==> config.mk <==
export PLATFORM = sky130hd
export DESIGN_NAME = cross_pattern_monitor
export DESIGN_NICKNAME = d
export VERILOG_FILES = /design/src/rtl/cross_pattern_monitor.sv
export SDC_FILE = /design/constraint.sdc
export NUM_CORES = 1
export LEC_CHECK = 0
export ABC_AREA = 0
export CORE_ASPECT_RATIO = 0.5
export CORE_MARGIN = 5
export CORE_UTILIZATION = 53
export CTS_CLUSTER_DIAMETER = 80
export CTS_CLUSTER_SIZE = 25
export DETAILED_ROUTE_END_ITERATION = 6
export PLACE_DENSITY = 0.79
export SYNTH_ARGS = -nofsm -noshare
export SYNTH_HDL_FRONTEND = slang
export SYNTH_SLANG_ARGS = --single-unit
==> constraint.sdc <==
create_clock -name clk -period 4.19 [get_ports clk]
set_clock_uncertainty 0.15 [all_clocks]
set_input_delay 1.0475 -clock clk [delete_from_list [all_inputs] [get_ports clk]]
set_output_delay 1.0475 -clock clk [all_outputs]
set_load 0.02 [all_outputs]
==> src/rtl/cross_pattern_monitor.sv <==
// cross_pattern_monitor: receive-side checker for the 12-line LED cross/blink bus,
// tracking per-group toggle timing, counts, FSM state and sticky errors.
module cross_pattern_monitor #(
    parameter logic [11:0] GRP_A_MASK = 12'hFC3,
    parameter logic [11:0] GRP_B_MASK = 12'h03C,
    parameter int          QUIET      = 4
) (
    input  logic        clk,
    input  logic        reset,
    input  logic [11:0] sig_in,
    input  logic        clr,
    output logic [1:0]  a_state,
    output logic [1:0]  b_state,
    output logic [7:0]  a_start,
    output logic [7:0]  b_start,
    output logic [7:0]  a_end,
    output logic [7:0]  b_end,
    output logic [7:0]  a_count,
    output logic [7:0]  b_count,
    output logic        a_err,
    output logic        b_err,
    output logic        unmapped_err,
    output logic        all_done
);
    typedef enum logic [1:0] {IDLE = 2'd0, ACTIVE = 2'd1, DONE = 2'd2} state_t;

    localparam logic [1:0][11:0] MASK   = {GRP_B_MASK, GRP_A_MASK};
    localparam logic [11:0]      UNMAP  = ~(GRP_A_MASK | GRP_B_MASK);
    localparam logic [3:0]       Q_LAST = 4'(QUIET - 1);

    logic [11:0]      r_s1, r_s2, w_tog;
    logic [7:0]       r_cyc;
    logic             r_unmapped, r_all_done;
    state_t [1:0]     r_state, w_next;
    logic [1:0][7:0]  r_start, r_end, r_count;
    logic [1:0][3:0]  r_quiet;
    logic [1:0]       r_err, w_ev, w_mis;
    logic [1:0][11:0] w_hit;

    assign w_tog = r_s1 ^ r_s2;

    // A mismatch is an event where only part of the group's lines toggled.
    always_comb begin
        w_hit  = '0;
        w_ev   = '0;
        w_mis  = '0;
        w_next = r_state;
        for (int g = 0; g < 2; g++) begin
            w_hit[g]  = w_tog & MASK[g];
            w_ev[g]   = |w_hit[g];
            w_mis[g]  = w_ev[g] && (w_hit[g] != MASK[g]);
            w_next[g] = clr ? IDLE :
                        (r_state[g] == IDLE && w_ev[g]) ? ACTIVE :
                        (r_state[g] == ACTIVE && !w_ev[g] && r_quiet[g] == Q_LAST) ? DONE :
                        r_state[g];
        end
    end

    always_ff @(posedge clk or posedge reset) begin
        if (reset) begin
            r_s1       <= '0;
            r_s2       <= '0;
            r_cyc      <= '0;
            r_unmapped <= 1'b0;
            r_all_done <= 1'b0;
            r_start    <= '0;
            r_end      <= '0;
            r_count    <= '0;
            r_quiet    <= '0;
            r_err      <= '0;
            for (int g = 0; g < 2; g++)
                r_state[g] <= IDLE;
        end else begin
            r_s1       <= sig_in;
            r_s2       <= r_s1;
            r_cyc      <= clr ? 8'd0 : r_cyc + {7'd0, r_cyc != 8'hFF};
            r_unmapped <= !clr && (r_unmapped || (|(w_tog & UNMAP)));
            r_all_done <= (w_next[0] == DONE) && (w_next[1] == DONE);
            for (int g = 0; g < 2; g++) begin
                r_state[g] <= w_next[g];
                if (clr) begin
                    r_start[g] <= '0;
                    r_end[g]   <= '0;
                    r_count[g] <= '0;
                    r_quiet[g] <= '0;
                    r_err[g]   <= 1'b0;
                end else if (r_state[g] == IDLE) begin
                    if (w_ev[g]) begin
                        r_start[g] <= r_cyc;
                        r_end[g]   <= r_cyc;
                        r_count[g] <= 8'd1;
                        r_quiet[g] <= '0;
                        r_err[g]   <= w_mis[g];
                    end
                end else if (r_state[g] == ACTIVE) begin
                    if (w_ev[g]) begin
                        r_end[g]   <= r_cyc;
                        r_count[g] <= r_count[g] + {7'd0, r_count[g] != 8'hFF};
                        r_quiet[g] <= '0;
                        r_err[g]   <= r_err[g] | w_mis[g];
                    end else begin
                        r_quiet[g] <= r_quiet[g] + 4'd1;
                    end
                end else if (w_ev[g]) begin
                    r_err[g] <= 1'b1;
                end
            end
        end
    end

    assign a_state      = r_state[0];
    assign b_state      = r_state[1];
    assign a_start      = r_start[0];
    assign b_start      = r_start[1];
    assign a_end        = r_end[0];
    assign b_end        = r_end[1];
    assign a_count      = r_count[0];
    assign b_count      = r_count[1];
    assign a_err        = r_err[0];
    assign b_err        = r_err[1];
    assign unmapped_err = r_unmapped;
    assign all_done     = r_all_done;
endmodule

# Yosys cells after proc, flatten, opt, wreduce, memory -nomap -nowiden
# Cells that the tools add are included.
[op_classes]
mux = 53
add_sub_neg = 5
reduce_logical = 29
bitwise = 3
eq_ne = 15
[op_table]
columns = ["op", "count"]
rows = [
  ["8-bit two-way mux", 25],
  ["4-bit two-way mux", 10],
  ["8-bit != test (second input constant)", 4],
  ["8-bit by 1-bit adder with 8-bit output", 3],
  ["1-bit two-way mux", 12],
  ["2-bit two-way mux", 6],
  ["3-bit != test (second input constant)", 4],
  ["12-bit XOR", 1],
  ["1-bit logical AND", 10],
  ["4-bit by 1-bit adder with 4-bit output (second input constant)", 2],
  ["4-bit by 2-bit equality test with 1-bit output (second input constant)", 2],
  ["2-bit AND reduction", 4],
  ["2-bit nonzero test", 4],
  ["8-bit OR reduction", 1],
  ["3-bit AND reduction", 2],
  ["3-bit nonzero test", 2],
  ["2-bit by 1-bit equality test with 1-bit output (second input constant)", 2],
  ["2-bit equality test (second input constant)", 2],
  ["2-bit logical NOT", 2],
  ["4-bit != test (second input constant)", 1],
  ["4-bit OR reduction", 1],
  ["1-bit logical NOT", 3],
  ["1-bit OR", 2],
]
[totals]
inputBits = 15
elab_cells = 122
regBits = 96
out_inout_bits = 56

# Depth between registers and ports, before layout
[logic_depth]
ltp_word = 10
ltp_mapped = 8
depth_no_buf = 8

# Worst setup path before layout
# No wires, ideal clock.
[synth_path]
kind = "flip-flop to flip-flop"
from = "register r_count, in the netlist b_count[4]"
to = "register r_count, in the netlist b_count[6]"
path_slack_ns = 1.977
synth_period_minus_slack_ns = 2.213
required_ns = 3.939
t_arrival_ns = 1.962
path_buffers = 0
path_stages_with_launch = 9
path_cell_list = "dfrtp_1 > and4_1 > nand4_1 > ha_1 > ha_1 > nand3_1 > or2_2 > or3_1 > o32ai_1"
[synth_via]
elab_chain_len = 6
[synth_rtl]
columns = ["element", "line", "text"]
rows = [
  ["from (decl)", "35", "logic [1:0][7:0] r_start, r_end, r_count;"],
  ["from (signal, indexed assignment)", "98", "r_count[g] <= r_count[g] + {7'd0, r_count[g] != 8'hFF};"],
  ["8-bit != test", "98", ""],
  ["8-bit by 1-bit adder with 8-bit output (*)", "98", ""],
  ["8-bit two-way mux (*)", "96", "if (w_ev[g]) begin"],
  ["8-bit two-way mux (*)", "95", "end else if (r_state[g] == ACTIVE) begin"],
  ["8-bit two-way mux (*)", "87", "end else if (r_state[g] == IDLE) begin"],
  ["8-bit two-way mux (*)", "81", "if (clr) begin"],
]
# Mark *: on every way between the ends. The rest lies on a longest branch, timed or not. The select of a mux whose other input is x is not followed.
# A chain may end at the register's enable or synchronous reset.

# Final worst setup path
[layout_path]
from = "register r_state, in the netlist b_state[0]"
to = "output port b_state[0]"
[layout_lines]
columns = ["element", "line", "text"]
rows = [
  ["from (decl)", "34", "state_t [1:0] r_state, w_next;"],
  ["from (signal, indexed assignment)", "80", "r_state[g] <= w_next[g];"],
  ["to (decl)", "13", "output logic [1:0] b_state,"],
]
# No word-level cell between the ends.

==> metrics.md <==
| Metric | Value |
|---|---|
| Status | complete, no violations |
| Mapped cell area | 4410 µm² |
| CTS tree | built |
| Reg area | 2400 µm² |
| Critical path cell sequence | clkdlybuf4s50_1 |
| # clock sinks | 96 |
| Die H | 74.5 µm |
| Critical path start-end classification | reg2out |
| Worst Path Buf+Inv | 1 |
| Syn Area/Cell | 10.5 µm² |
| Startpoint Class | register |
| Root Buffer | clkbuf_16 |
| Vias in the first global route | 3,295 |
| Initial antenna violation count | 0 |
| Drt wl/cell | 17.0 µm |
| P&R area growth vs syn | 23.9% |
| Multi-input gate area | 1850 µm² |
| Final hold violations | 0 |
| Pin count of the biggest net entering global routing | 67 |
| Share of layout cells above drive strength 1 | 6.64% |
| Final setup violation count | 0 |
| Post_cts resized | 0 |
| CTS Buf Count | 9 |
| Die width | 139 µm |
| Register area share after synthesis | 54.5% |
| Top Registers | r_s1: 12 flops, r_s2: 12 flops |
| Area of the core | 8060 µm² |
| Inst Count DP | 580 |
| CTS Buffer Depth | 2 |
| Die ar. | 10,300 µm² |
| Fmax | 0.319 GHz |
| H-tree Lvls | 3 |
| First DRT Iteration DRCs | 358 |
| GRT Util Overall | 20.4% |
| Maximum VDD drop | 0.000199 V |
| Fin nets | 502 |
| Top delay family on crit path | flip-flops |
| # IOs | 71 |
| Prevailing post-synth register cell | dfrtp_1 |
| Reg clk slew, reported paths | 0.06 ns |
| Mapped Cells | 418 |
| Power Dens Cells | 350 nW/µm² |
| Required @ worst endpoint | 2.99 ns |
| DR vias/cell | 5.82 |
| TritonRoute pass-1 iters | 5 |
| Util after Layout | 67.7% |
| RePlAce Congestion | 0.828 |
| Number of diodes | 0 |
| Max Cap Violations | 0 |
| Worst path slowest cell | dfrtp_1 |
| Final Cycle Share | 74.7% |
| Nature of the critical path endpoint | output port |
| Post-CTS setup buffer count | 0 |
| Pre-CTS WS | 1.16 ns |
| Setup TNS | 0 ns |
| FF+latch count, synth | 96 |
| RSZ-0062 raised after global routing | false |
| Worst-path maximum fanout | 23 |
| Post-synth cell types | 55 |
| FFs w/ async S/R, synth | 100% |
| Tmin final | 3.13 ns |
| Final std cells w/o fill | 594 |
| Gr ovfl total | 0 |
| Hold crit path type | reg2reg |
| Crit path DAT | 1.93 ns |
| Final antenna-violating net count | 0 |
| Via count | 3,457 |
| Max Slew Vio Count | 0 |
| Fillcell total | 623 |
| Mapped Nets | 441 |
| Leak | 2.33 nW |
| Final WS setup | 1.06 ns |
| Post-synth EDFFs | 0 |
| Port Buffers | 70 |
| First-pass GRT wire length | 16.7 mm |
| CP peak stage delay | 0.86 ns |
| Worst Max-Slew Pin Slew | 0.947 ns |
| # rows | 23 |
| Dpl hpwl | 6.74 mm |
| Routed wire length | 10.1 mm |
| Hold-fix buffers at CTS | 0 |
| Ys Warns | 0 |
| Slew HR | 36.9% |
| Initial core utilization | 54.7% |
| Residual DRC | 0 |
| Clock latency at the later pin of the worst-skew pair | 0.33 ns |
[final cells by class]
cell class | count | share of cell area (%)
multi-input cells | 286 | 33.9
inverters | 11 | 0.780
clock buffers | 14 | 5.02
flip-flops and latches | 96 | 44.0
well taps | 112 | 2.57
repair buffers | 75 | 13.7
[cells in the final DEF (no fill, tap or decap), types with 10 or more instances in the layout]
cell,synthesis,routed
nand2_1,60,60
nor2_1,18,18
clkdlybuf4s50_1,0,69
o21ai_0,19,19
nand3_1,17,17
dfrtp_1,96,96
inv_1,11,10
mux2i_1,17,17
a21oi_1,29,29
[worst paths after layout]
check	startpoint	end	slack, ns	cells after the start
worst max-delay path	b_state[0]$_DFF_PP0_	b_state[0]	1.06	1
worst min-delay path	r_s1[8]$_DFF_PP0_	r_s2[8]$_DFF_PP0_	0.24	0
worst max register to register	a_count[2]$_DFFE_PP0P_	a_count[4]$_DFFE_PP0P_	1.84	8
worst min register to register	r_s1[8]$_DFF_PP0_	r_s2[8]$_DFF_PP0_	0.24	0
max in group asynchronous	reset	r_cyc[4]$_DFF_PP0_	2.26	3
min in group asynchronous	reset	r_s2[4]$_DFF_PP0_	0.92	2
[routing by layer]
| metal | global-route usage [%] | share of wire (%) |
|---|---|---|
| met4 | 6.94 | 1.2 |
| met3 | 5.14 | 4.5 |
| met1 | 28.3 | 47 |
| met5 | 0 | 0 |
| met2 | 32.3 | 47 |
[Yosys cell counts (5+ instances only)]
library cell  count  share of area [%]
dfrtp_1          96                 55
nand2_1          60                5.1
a21oi_1          29                3.3
o21ai_0          19                2.2
nor2_1           18                1.5
clkbuf_1         17                1.4
mux2i_1          17                3.9
nand3_1          17                1.9
inv_1            11               0.94
nand4_1           9                1.3
nor2b_1           9                1.3
xnor2_1           9                1.8
ha_1              8                2.3
o211ai_1          8                1.4
nor3_1            6               0.68
and3_1            5               0.71
and4_1            5               0.99
or3_1             5               0.71
xor2_1            5               0.99
[where the power goes]
part,switching (mW),total [mW],internal (mW)
Combinational,0.106,0.173,0.0670
Clock,0.312,0.757,0.445
Sequential,0.0278,0.981,0.953
[logic make-up (layout without fill, tap and decap cells)]
kind of cell / count (synthesis) / count (layout) / share of synthesized area (%)
buffers and inverters: 36 / 100 / 3.44
XOR/XNOR: 18 / 18 / 4.26
AND/OR/NAND/NOR: 151 / 151 / 17.3
AO/OA/AOI/OAI: 90 / 90 / 13.8
flip-flops: 96 / 96 / 54.5
adder cells (fa/ha/maj): 8 / 8 / 2.27
multiplexers: 19 / 19 / 4.37
[per-stage QoR]
| step | cell area (µm²) | hold slack, ns | power (mW) |
|---|---|---|---|
| 2_1_floorplan | 4410 | 0.223 | 1.10 |
| 3_3_place_gp | 5180 | 0.228 | 1.17 |
| 3_5_place_dp | 5180 | 0.233 | 1.17 |
| 4_1_cts | 5460 | 0.244 | 1.93 |
| 5_1_grt | 5460 | 0.260 | 1.99 |
| 6_report | 5460 | 0.241 | 1.91 |
(Power assumes the default switching activity.)
